--- src/rtl/exc_ctrl.sv ---
// exc_ctrl: exception and interrupt controller at the memory-stage commit point.
// Synchronises the external interrupt lines, merges them with the timer
// interrupt, arbitrates interrupt/exception/ERET events by MIPS priority, and
// issues a one-cycle flush with redirect PC plus the CP0 entry-update pulses.
// Optional feature macro: EXC_IV_EN (Cause.IV selects the 0x200 interrupt vector).
module exc_ctrl #(
  parameter int          SYNC_STAGES = 2,
  parameter logic [31:0] BEV1_BASE   = 32'hBFC0_0200,
  parameter logic [31:0] BEV0_BASE   = 32'h8000_0000
) (
  input  logic        clk,
  input  logic        rst,
  input  logic [5:0]  ext_int,
  input  logic        timer_int,
  input  logic [31:0] status_i,
  input  logic [31:0] cause_i,
  input  logic [31:0] epc_i,
  input  logic        m_valid,
  input  logic [31:0] m_pc,
  input  logic        m_inslot,
  input  logic [7:0]  m_exc,
  input  logic [31:0] m_addr,
  output logic        m_cancel,
  output logic        flush,
  output logic [31:0] redirect_pc,
  output logic [5:0]  hw_ip,
  output logic        exc_we,
  output logic [4:0]  exc_code,
  output logic [31:0] exc_epc,
  output logic        exc_bd,
  output logic        badv_we,
  output logic [31:0] badv_data,
  output logic        eret_clr
);

  typedef enum logic [1:0] {IDLE, TAKE, BLANK} state_t;

  // m_exc bit positions
  localparam int X_ADEL_IF = 0;
  localparam int X_RI      = 1;
  localparam int X_OV      = 2;
  localparam int X_SYS     = 3;
  localparam int X_BP      = 4;
  localparam int X_ADEL    = 5;
  localparam int X_ADES    = 6;
  localparam int X_ERET    = 7;

  state_t      state_q, state_d;
  logic [5:0]  sync_q [SYNC_STAGES];
  logic        int_pend;
  logic        detect;
  logic [4:0]  ev_code;
  logic        ev_int;
  logic        ev_eret;
  logic        ev_badv;
  logic [31:0] ev_badv_data;
  logic [31:0] vec_base;
  logic [31:0] vec_off;
  logic [31:0] entry_pc;

  // Interrupt line synchroniser chain; every stage is reset so hw_ip is clean out of reset.
  // NOTE: synchroniser stages are reset like any other flop; they are state, not a RAM,
  // so clearing them costs nothing and keeps spurious interrupts out after reset.
  always_ff @(posedge clk or negedge rst) begin
    if (!rst) begin
      for (int i = 0; i < SYNC_STAGES; i++) sync_q[i] <= '0;
    end else begin
      // NOTE: non-blocking assignments make every stage sample the previous
      // stage's old value, which is what turns this into a shift chain.
      sync_q[0] <= ext_int;
      for (int i = 1; i < SYNC_STAGES; i++) sync_q[i] <= sync_q[i-1];
    end
  end

  // Registered pending bits for Cause.IP[7:2]; timer shares IP7 with ext_int[5].
  always_ff @(posedge clk or negedge rst) begin
    if (!rst) hw_ip <= '0;
    else      hw_ip <= {sync_q[SYNC_STAGES-1][5] | timer_int, sync_q[SYNC_STAGES-1][4:0]};
  end

  // Interrupt is pending when globally enabled, not already in an exception, and unmasked.
  assign int_pend = status_i[0] & ~status_i[1] & (|({hw_ip, cause_i[9:8]} & status_i[15:8]));

  // Priority arbitration of the event presented at commit.
  always_comb begin
    // NOTE: every output of this block gets a default first so no path leaves a
    // variable unassigned, which would otherwise infer a latch.
    ev_code      = 5'd0;
    ev_int       = 1'b0;
    ev_eret      = 1'b0;
    ev_badv      = 1'b0;
    ev_badv_data = m_pc;
    if (int_pend) begin
      ev_int  = 1'b1;
      ev_code = 5'd0;
    end else if (m_exc[X_ADEL_IF]) begin
      ev_code      = 5'd4;
      ev_badv      = 1'b1;
      ev_badv_data = m_pc;
    end else if (m_exc[X_RI]) begin
      ev_code = 5'd10;
    end else if (m_exc[X_OV]) begin
      ev_code = 5'd12;
    end else if (m_exc[X_SYS]) begin
      ev_code = 5'd8;
    end else if (m_exc[X_BP]) begin
      ev_code = 5'd9;
    end else if (m_exc[X_ADEL]) begin
      ev_code      = 5'd4;
      ev_badv      = 1'b1;
      ev_badv_data = m_addr;
    end else if (m_exc[X_ADES]) begin
      ev_code      = 5'd5;
      ev_badv      = 1'b1;
      ev_badv_data = m_addr;
    end else if (m_exc[X_ERET]) begin
      ev_eret = 1'b1;
    end
  end

  // Only a fresh commit in IDLE can raise an event; a draining pipeline is ignored.
  assign detect   = m_valid & (state_q == IDLE) & (int_pend | (|m_exc));
  assign m_cancel = detect;

  // Exception vector selection.
  assign vec_base = status_i[22] ? BEV1_BASE : BEV0_BASE;
`ifdef EXC_IV_EN
  assign vec_off  = (ev_int & cause_i[23]) ? 32'h0000_0200 : 32'h0000_0180;
`else
  assign vec_off  = 32'h0000_0180;
`endif
  assign entry_pc = vec_base + vec_off;

  // FSM state register.
  always_ff @(posedge clk or negedge rst) begin
    if (!rst) state_q <= IDLE;
    else      state_q <= state_d;
  end

  // FSM next state: one TAKE cycle then one BLANK cycle after every event.
  always_comb begin
    state_d = state_q;
    case (state_q)
      IDLE:    if (detect) state_d = TAKE;
      TAKE:    state_d = BLANK;
      BLANK:   state_d = IDLE;
      default: state_d = IDLE;
    endcase
  end

  // Registered flush/redirect and CP0 update pulses, valid in the TAKE cycle.
  always_ff @(posedge clk or negedge rst) begin
    if (!rst) begin
      flush       <= 1'b0;
      redirect_pc <= '0;
      exc_we      <= 1'b0;
      exc_code    <= '0;
      exc_epc     <= '0;
      exc_bd      <= 1'b0;
      badv_we     <= 1'b0;
      badv_data   <= '0;
      eret_clr    <= 1'b0;
    end else begin
      flush    <= detect;
      exc_we   <= detect & ~ev_eret;
      badv_we  <= detect & ev_badv;
      eret_clr <= detect & ev_eret;
      if (detect) begin
        redirect_pc <= ev_eret ? epc_i : entry_pc;
        exc_code    <= ev_code;
        exc_epc     <= m_inslot ? (m_pc - 32'd4) : m_pc;
        exc_bd      <= m_inslot;
        badv_data   <= ev_badv_data;
      end
    end
  end

  // Status/Cause carry many fields this block does not look at.
  logic unused_bits;
  assign unused_bits = ^{status_i, cause_i};

endmodule

--- config.mk ---
export PLATFORM = sky130hd
export DESIGN_NAME = exc_ctrl
export DESIGN_NICKNAME = d
export VERILOG_FILES = /design/src/rtl/exc_ctrl.sv
export SDC_FILE = /design/constraint.sdc
export NUM_CORES = 1
export LEC_CHECK = 0
export BUFFER_PORTS_ARGS = -buffer_cell sky130_fd_sc_hd__buf_2
export CAP_MARGIN = 25
export CORE_AREA = 3 3 119 121
export CTS_CLUSTER_DIAMETER = 150
export DETAILED_ROUTE_END_ITERATION = 10
export DIE_AREA = 0 0 122 124
export PLACE_DENSITY_LB_ADDON = 0.1
export REMOVE_ABC_BUFFERS = 1
export SLEW_MARGIN = 15
export SYNTH_ARGS = -nofsm -noshare
export SYNTH_HDL_FRONTEND = slang
export SYNTH_SLANG_ARGS = --single-unit
--- constraint.sdc ---
create_clock -name clk -period 2 [get_ports clk]
set_input_delay 0.2 -clock clk [delete_from_list [all_inputs] [get_ports clk]]
set_output_delay 0.2 -clock clk [all_outputs]
set_load 0.02 [all_outputs]
==> After elaboration in Yosys (flattened, before gate mapping) <==
Cells that the tools add are included.
Widths: inputs -> output; s select.
{ "op_classes": {"addsub": 2, "eq_ne": 2, "muxes": 38, "bitwise_logic": 12, "n_reduce_logical": 3} }
{ "op_table": {"columns": ["cell", "n"], "rows": [
  ["$mux 32", 10],
  ["$add 32x9->32 const B", 1],
  ["$sub 32x3->32 const B", 1],
  ["$mux 30", 1],
  ["$mux 4", 6],
  ["$mux 1", 17],
  ["$reduce_or 8->1", 2],
  ["$and 8x8->8", 1],
  ["$and 1x1->1", 7],
  ["$mux 3", 2],
  ["$pmux 2 s2", 1],
  ["$eq 2x1->1 const B", 1],
  ["$logic_not 2->1", 1],
  ["$mux 2", 1],
  ["$ne 2x2->1 const B", 1],
  ["$not 1->1", 2],
  ["$or 1x1->1", 2]
]} }
{ "totals": {"ff_bits": 126, "inputBits": 179, "out_inout_bits": 113, "word_cells": 70} }

==> Depth between registers and ports, before layout <==
{ "logic_depth": {"depth_word": 11, "ltp_mapped": 8, "mapped_depth_nobuf": 7} }

==> Worst setup path after synthesis <==
Ideal clock, no wire load.
{ "synth_path": {"path_kind": "register to register", "from": "reg hw_ip[4]", "to": "reg redirect_pc[24]", "arrival_time_ps": 2062, "required_time_ps": 1877, "slack_ps": -185, "path_stages_with_launch": 8, "period_less_slack_ps": 2185, "path_cell_list": "dfrtp_1 a22o_1 o41ai_4 a41o_1 buf_4 inv_2 buf_2 o221a_2"} }
{ "synth_via": {"elab_chain_len": 5} }
{ "synth_lines": {"columns": ["item", "line", "rtl"], "rows": [
  ["start, declared", "26", "output logic [5:0] hw_ip,"],
  ["start signal, assigned", "78", "else hw_ip <= {sync_q[SYNC_STAGES-1][5] | timer_int, sync_q[SYNC_STAGES-1][4:0]};"],
  ["$and 8x8->8", "82", "assign int_pend = status_i[0] & ~status_i[1] & (|({hw_ip, cause_i[9:8]} & status_i[15:8]));"],
  ["$reduce_or 8->1", "82", null],
  ["$and 1x1->1", "82", null],
  ["$or 1x1->1", "122", "assign detect = m_valid & (state_q == IDLE) & (int_pend | (|m_exc));"],
  ["$and 1x1->1", "122", null],
  ["via m_cancel", "23", "output logic m_cancel,"],
  ["end signal, assigned", "169", "redirect_pc <= ev_eret ? epc_i : entry_pc;"],
  ["end, declared", "25", "output logic [31:0] redirect_pc,"]
]} }
The timed path passes the listed nets, and every way through them passes these cells.
A chain may end at the register's enable or synchronous reset.

==> Final worst setup path <==
{ "layout_path": {"from": "reg hw_ip[4]", "to": "out m_cancel"} }
{ "layout_via": {"elab_chain_len": 5} }
{ "layout_lines": {"columns": ["item", "line"], "rows": [
  ["$and 8x8->8", "82"],
  ["$reduce_or 8->1", "82"],
  ["$and 1x1->1", "82"],
  ["$or 1x1->1", "122"],
  ["$and 1x1->1", "122"],
  ["end, declared", "23"]
]} }
Every way passes these cells.

==> metrics.yaml <==
status:
  status: "finished with violations"
  failed_checks: "setup timing"
global_routing:
  grt_usage_pct: 19.4
  grt_pass1_wl_um: 22600
  antenna_found_initial: 1
  gr-total-overflow: 0
  grt_max_degree: 49
  grt_pass1_vias: 4454
worst_setup_path:
  path_class: "reg2out"
  r2r_cells: 7
  endpoint_kind: "output pin"
  start_kind: "flip-flop"
  critical_path_required_ns: 1.80
  crit_arrival_ns: 1.95
  crit_fanout: 2
finish:
  final_cell_mix: "buf_2 (237), dfrtp_1 (125), nand2_1 (66)"
  nets: 944
  final_util_pct: 61.8
  mostFrequentLayoutCell: "buf_2"
  num_antenna_cells: 0
  final_cells: 953
  syn2layout_area_growth_pct: 50.6
  drive_gt1_share_pct: 45.4
sta:
  tns_ns: -6.01
  final-hold-violation-count: 0
  setup_viol: 100
  min_period_ns: 2.15
  fin_crit_sh_pct: 107
  fmax_mhz: 466
  finClkSkew_ns: 0.0123
  drv_slew: 0
  rsz0062_at_grt: "true"
  layout_setup_ws_ns: -0.147
yosys:
  syn_area_um2: 5420
  synth_top_area_cell: "dfrtp_1"
  yosys-top-cells-area: "dfrtp_1 (58%), mux2i_1 (5.5%), nand2_1 (4.8%), o21ai_0 (4.5%), a22o_1 (4.4%)"
  yosysWarningCount: 0
  ys.flop_type: "dfrtp_1"
  synth-edff-count: 0
  seq_area_frac_synth_pct: 57.8
  avgSynthCellArea_um2: 11.4
  async_flop_share_pct: 100
  ys_types: 44
  ys_ff_latch: 125
  synthCells: 477
  yosysTopAreaCellShare_pct: 57.8
clock_network:
  cts_tree: "built"
  clock_sinks: 125
  numCtsBuffers: 17
  h-tree-depth: 4
  cts.clk_slew.worst_paths_ns: 0.05
  cts-root-buf: "clkbuf_16"
  cts_buffer_depth: 2
  clk_latency_ns: 0.42
floorplan:
  die_w_um: 122
  io_pins: 292
  row_count: 42
  core_area_um2: 13200
  initial_utilization_pct: 41.1
  die_h_um: 124
  die-area_um2: 15100
power_and_ir_drop:
  p_total_mw: 8.44
  ir_worst_vdd_mv: 0.585
  p_per_area_nw_per_um2: 1030
  leakagePower_nw: 3.97
place:
  gp_congestion: 0.779
  place_ws_ns: -0.0569
  io_buffer_count: 239
  dp_cells: 894
  dpl.hpwl_um: 11000
routing:
  dr.pass1.iters: 4
  wl_per_cell_um: 16.4
  drtIter0Drc: 166
  detail-route-antenna-nets: 0
  route.detailed.drc: 0
  avgViaCountPerCell: 4.94
  routed-via-count: 4712
  wirelength_um: 15700
hold_path:
  hold_depth: 2
  worstHoldPathType: "in2reg"
flow_run:
  max-cap-violations: 0
final timing paths:
path | startpoint | end | slack [ns]
setup / recovery | hw_ip[4] | m_cancel | -0.15
setup reg to reg | hw_ip[4] | exc_epc[1] | -0.14
min in group asynchronous | rst | redirect_pc[14] | 0.27
max in group asynchronous | rst | exc_epc[12] | 1.10
hold / removal | epc_i[20] | redirect_pc[20] | 0.02
hold reg to reg | sync_q[1] | hw_ip[1] | 0.35
per-stage QoR:
| stage | instance area (um2) | hold slack [ns] |
|---|---|---|
| final | 8160 | 0.0173 |
| after global routing | 8160 | 0.00313 |
| after CTS | 7920 | 0.00309 |
| after detailed placement | 7050 | 0.159 |
| after global placement | 7050 | 0.155 |
| after floorplan | 5250 | -0.0956 |
logic make-up after synthesis:
logic type / count (synthesis) / synth area share (%)
compound gates: 115 / 14.5
xor+xnor: 28 / 4.53
fa+ha+maj: 1 / 0.231
buf+inv: 38 / 3.65
flops: 125 / 57.8
mux: 33 / 6.17
other cells: 1 / 0.0692
simple gates: 136 / 13.1
layout make-up:
cell class	instances	area, um2
fillers	1141	5030
flip-flops and latches	125	3130
multi-input cells	314	2140
repair buffers	297	2010
clock buffers	20	447
well taps	176	220
clock inverters	12	169
inverters	9	41.3
registers in the layout, summed over array words and instances (netlist names), 2 cells and up:
| register | flops |
|---|---|
| badv_data | 32 |
| exc_epc | 32 |
| redirect_pc | 32 |
| sync_q | 12 |
| hw_ip | 6 |
| exc_code | 4 |
| state_q | 2 |
cells in the mapped netlist, types with 10 or more instances:
| cell | instances |
|---|---|
| nor3_1 | 14 |
| o21ai_0 | 49 |
| o21ai_1 | 15 |
| nor4_1 | 10 |
| nand2_1 | 69 |
| mux2i_1 | 30 |
| nor2_1 | 11 |
| buf_4 | 12 |
| xnor2_1 | 23 |
| a22o_1 | 27 |
| dfrtp_1 | 125 |
metal layers:
layer	up-vias	routed length, um	track usage (%)
met1	2240	6390	23.3
met3	18	1260	7.04
li1	2279	-	-
met2	173	7840	32.5
met4	2	173	6.44
met5	-	11	0
worst max-delay path, cell delays in order, from the launching register on:
cell and delay [ns]:
dfrtp_1 0.38, a22o_1 0.25, o41ai_4 0.34, buf_4 0.17, a41o_4 0.23, inv_8 0.04, buf_6 0.12
power by group:
part	total (mW)	switching [mW]	internal (mW)
registers	3.16	0.211	2.95
clock network	3.17	1.06	2.10
logic	2.11	1.25	0.859
total	8.44	2.52	5.91
timing repair:
item | CTS | global route
resized for setup | 20 | 30
pin swaps | 5 | 6
hold buffers | 11 | 0
endpoints found under the hold margin | 36 | 0
endpoints found under the setup margin | 78 | 100
buffers inserted | 5 | 2
cloned | 2 | 9
(Power assumes the default switching activity.)
